<file path="config.mk">
export PLATFORM = sky130hd
export DESIGN_NAME = cnt_shift_ctrl
export DESIGN_NICKNAME = d
export VERILOG_FILES = /design/src/rtl/cnt_shift_ctrl.sv
export SDC_FILE = /design/constraint.sdc
export NUM_CORES = 1
export LEC_CHECK = 0
export ABC_AREA = 1
export BUFFER_PORTS_ARGS = -buffer_cell sky130_fd_sc_hd__clkbuf_2
export CORE_AREA = 2 2 39 41
export DETAILED_ROUTE_END_ITERATION = 6
export DIE_AREA = 0 0 41 43
export PLACE_DENSITY_LB_ADDON = 0.3
export SLEW_MARGIN = 20
export SYNTH_ARGS = -nofsm -noshare
export SYNTH_HDL_FRONTEND = slang
export SYNTH_SLANG_ARGS = --single-unit
</file>
<file path="constraint.sdc">
create_clock -name clk -period 1.25 [get_ports clk]
set_input_delay 0.25 -clock clk [delete_from_list [all_inputs] [get_ports clk]]
set_output_delay 0.25 -clock clk [all_outputs]
set_load 0.1 [all_outputs]
</file>
<file path="src/rtl/cnt_shift_ctrl.sv">
// rtl/cnt_shift_ctrl.sv - Moore sequencer for the counter/shift-register serial-capture datapath
// Owns every datapath control; only si and co come back from the datapath side.

module cnt_shift_ctrl (
  input  logic clk,
  input  logic rst,
  input  logic si,
  input  logic co,
  input  logic ack,
  output logic rst_sh,
  output logic init_sh,
  output logic en_sh,
  output logic rst_cnt,
  output logic ld,
  output logic en_cnt,
  output logic busy,
  output logic done,
  output logic err
);

  typedef enum logic [2:0] {
    CLR   = 3'd0,
    IDLE  = 3'd1,
    SHIFT = 3'd2,
    STOP  = 3'd3,
    DONE  = 3'd4,
    ERR   = 3'd5
  } state_t;

  state_t state, state_nxt;

  always_ff @(posedge clk or negedge rst) begin
    if (!rst) begin
      state <= CLR;
    end else begin
      state <= state_nxt;
    end
  end

  always_comb begin
    state_nxt = CLR;
    rst_sh    = 1'b0;
    init_sh   = 1'b0;
    en_sh     = 1'b0;
    rst_cnt   = 1'b0;
    ld        = 1'b0;
    en_cnt    = 1'b0;
    busy      = 1'b0;
    done      = 1'b0;
    err       = 1'b0;
    case (state)
      CLR: begin
        rst_sh    = 1'b1;
        rst_cnt   = 1'b1;
        state_nxt = IDLE;
      end
      IDLE: begin
        ld        = 1'b1;
        init_sh   = 1'b1;
        state_nxt = si ? SHIFT : IDLE;
      end
      SHIFT: begin
        en_sh     = 1'b1;
        en_cnt    = 1'b1;
        busy      = 1'b1;
        state_nxt = co ? STOP : SHIFT;
      end
      STOP: begin
        busy      = 1'b1;
        state_nxt = si ? ERR : DONE;
      end
      DONE: begin
        // A start bit seen here is dropped; the consumer must ack first.
        done      = 1'b1;
        state_nxt = ack ? IDLE : DONE;
      end
      ERR: begin
        // A line still high after a bad stop bit forces a full clear.
        err       = 1'b1;
        state_nxt = si ? CLR : IDLE;
      end
      default: state_nxt = CLR;
    endcase
  end

endmodule
</file>
== Word level (Yosys, flattened, before mapping) ==
Index checks and enable logic that the tools add are counted.

* Bits in registers: 3
* Input bits: 5
* Logic and storage cells: 20

* Reduce and logical (&&, ||, !) cells: 2
* Equality and inequality tests: 5
* Multiplexer cells: 12

{| class="wikitable"
|+ Operators by type and width
! kind !! count
|-
| 3-bit case mux with 6 select lines || 1
|-
| 1-bit 2-to-1 mux || 9
|-
| 3-bit by 2-bit equality test with 1-bit output (second input constant) || 2
|-
| 3-bit equality test (second input constant) || 2
|-
| 3-bit by 1-bit equality test with 1-bit output (second input constant) || 1
|-
| 3-bit zero test || 1
|-
| 3-bit 2-to-1 mux || 1
|-
| 2-bit 2-to-1 mux || 1
|-
| 2-bit OR reduction || 1
|}

== Longest topological paths before layout ==
* Depth in word-level cells: 3
* Depth in mapped cells: 5
* Mapped depth without buffers: 5

== Worst setup path before layout ==
No wires, ideal clock.

* Path kind: register to output
* From: register state[2]
* To: output err
* Data required time: 1.000 ns
* Stages on the path, launching flop included: 3
* Arrival: 2.531 ns
* Slack: -1.531 ns
* Cell sequence: dfrtp_1 -> inv_2 -> nor3_1

* Longest elaborated chain between the ends: 2

{| class="wikitable"
|+ Ends and longest elaborated chain
! element !! RTL line !! text
|-
| from (decl) || 30 || <nowiki>state_t state, state_nxt;</nowiki>
|-
| from (signal assigned) || 36 || <nowiki>state <= state_nxt;</nowiki>
|-
| 3-bit equality test || 51 || <nowiki>case (state)</nowiki>
|-
| 1-bit 2-to-1 mux || 51 ||
|-
| to (decl) || 18 || <nowiki>output logic err</nowiki>
|}

Every way passes these cells.

== Worst setup path in the final report ==
* From: register state[1]
* To: output rst_cnt

* Longest elaborated chain between the ends: 2

{| class="wikitable"
|+ Ends and longest elaborated chain
! element !! RTL line !! text
|-
| 3-bit zero test || 51 ||
|-
| 1-bit 2-to-1 mux || 51 ||
|-
| to (decl) || 13 || <nowiki>output logic rst_cnt,</nowiki>
|}

Every way passes these cells.

==> flow_summary.toml <==
[detailed_routing]
route.detailed.drc = 0
wl_per_cell_um = 8.29
routed_wirelength_um = 580
vias = 260
drtPass1Iterations = 4
drt-vias-per-instance = 3.71
drtAntennaViolNets = 0
drt_iter0_drc = 2

[timing]
tns_ns = -1.67
fin_crit_ns = 1.48
tightest_slew_ns = 0.212
slew_violations = 0
hold_violations = 0
setup_slack_ns = -0.232
skew_ns = 0.000384
rsz0062_at_grt = "true"
fin_crit_sh_pct = 119
setup_viol = 9
max_freq_mhz = 675
slew_headroom_pct = 85.8

[synth]
syn-num-nets = 39
ys_seq_elements = 3
synthCells = 34
synth_area_per_cell_um2 = 6.66
synth_seq_area_share_pct = 33.1
synth_top_area_share_pct = 33.1
yosysWarnings = 0
ys_types = 13
yosys.area.top_type = "dfrtp_1"
syn_area_um2 = 226
synthTopCellsByArea = "dfrtp_1 33%, inv_1 13%, buf_4 9.9%, nand2_1 8.3%, nand3_1 6.6%"

[setup_path]
path_cells = "nor2_4, nand2_2, clkinvlp_4, buf_12"
r2r_slack_ns = 0.19
path_max_fanout = 5
max_stage_delay_ns = 0.48
critical_path_buf_inv_count = 2
path_depth = 4
end_kind = "primary output"
critPathArrivalTime_ns = 1.23
cp_top_family = "flip-flops"
rr_startpoint = "state[1]"
cpMaxStageDelayCell = "dfrtp_2"
reg2reg_depth = 6
regToRegEndpoint = "state[0]"
cp.required_ns = 1.00
startpoint_type = "flop"
critPathKind = "reg2out"

[hold_path]
min-delay-path-class = "in2reg"
hold_start = "ack"
min_to = "state[2]"
holdPathStages = 2

[place]
gp_congestion = 0.766
port_buffers = 13
dp_hpwl_um = 437
dp_cells = 62

[die]
die_area_mm2 = 0.00176
die_h_um = 43
die_w_um = 41
rows = 14
start_util_pct = 16.4
io_pins = 14
core_region_area_mm2 = 0.00138

[finish]
final_cell_mix = "9 x buf_12, 5 x buf_4, 4 x clkinvlp_4, 4 x nand2_1, 4 x clkbuf_2"
drive_gt1_share_pct = 68.5
largest_reg_flops = 3
n_fill_cell = 143
nets = 60
final_common_cell = "buf_12"
regMostFlops = "state"
antennaDiodeCount = 0
fin_util_pct = 40.6
area_delta_synth_final_pct = 148
final_cells = 70
largestRegisters = "state: 3 flops"

[grt]
grt_pass1_vias = 275
overflow = 0
grt.met2_usage_pct = 14.1
grt_pass1_wl_um = 986
grt_use_total_pct = 8.56
gr-usage-met1_pct = 8.12
grt_start_max_net_pins = 6
met3_usage_pct = 1.57
grt-busiest-layer = "met2"
antenna_found_initial = 0

[run_status]
violations = "setup timing"
status = "complete, but fails checks"

[flow_run]
maxCapViolations = 0

[clocking]
clk_path_buf_depth = 2
clkTransAtPathRegs_ns = 0.04
htreeDepth = 1
cts_tree = "built"
insertion_delay_ns = 0.23
cts-buffers-inserted = 3
cts-root-buf = "clkbuf_4"
cts.sinks = 3
[how the worst max path moves through the flow]
| stage | slack, ns | endpoint | startpoint |
|---|---|---|---|
| detailed placement | -0.02 | rst_sh | state[1] |
| CTS | -0.23 | rst_sh | state[1] |
| global route | -0.28 | rst_cnt | state[1] |
| finish | -0.23 | rst_cnt | state[1] |
| global placement | -0.02 | rst_sh | state[0] |
| floorplan | -0.39 | en_sh | state[0] |
[layer usage]
layer | wire length [um] | up-vias
li1 | - | 140
met5 | 0 | -
met4 | 0 | 0
met3 | 25 | 0
met2 | 369 | 7
met1 | 185 | 113
[per-stage QoR]
step                      setup slack [ns]  hold slack, ns  instance area [um^2]
final                               -0.232           0.227                   562
after global routing                -0.276           0.227                   562
after CTS                           -0.226           0.224                   547
after detailed placement           -0.0180          0.0491                   482
after global placement             -0.0162          0.0491                   482
after floorplan                     -0.393         -0.0456                   298
[kinds of logic (layout without fill, tap and decap cells)]
group	count (synthesis)	in the layout	synth area share [%]
simple gates	16	16	35.9
buf+inv	13	33	26.5
flops	3	3	33.1
compound gates	2	2	4.42
[Yosys cell counts]
| cell | count |
|---|---|
| nand3_2 | 1 |
| inv_1 | 8 |
| nor2_1 | 2 |
| buf_4 | 3 |
| dfrtp_1 | 3 |
| nand2_2 | 1 |
| nand2_1 | 5 |
| nor3_1 | 1 |
| nor2_2 | 2 |
| o21ai_1 | 2 |
| nand4_1 | 1 |
| inv_2 | 2 |
| nand3_1 | 3 |
[layout make-up]
cell class / instances / area, um^2 / share of cell area (%)
clock buffers: 4 / 26.3 / 4.68
inverters: 10 / 55.1 / 9.80
multi-input cells: 18 / 135 / 24.1
flip-flops and latches: 3 / 77.6 / 13.8
well taps: 16 / 20.0 / 3.56
repair buffers: 19 / 248 / 44.1
[what timing repair did]
action                                 CTS  global route
pin swaps                                0             1
endpoints found under the hold margin    3             0
hold buffers                             1             0
buffers inserted                         2             1
resized for setup                        3             2
setup endpoints to repair                9             9
Power is not shown: default switching activity piles up to over one toggle a cycle in this logic, so the estimate is an artifact.
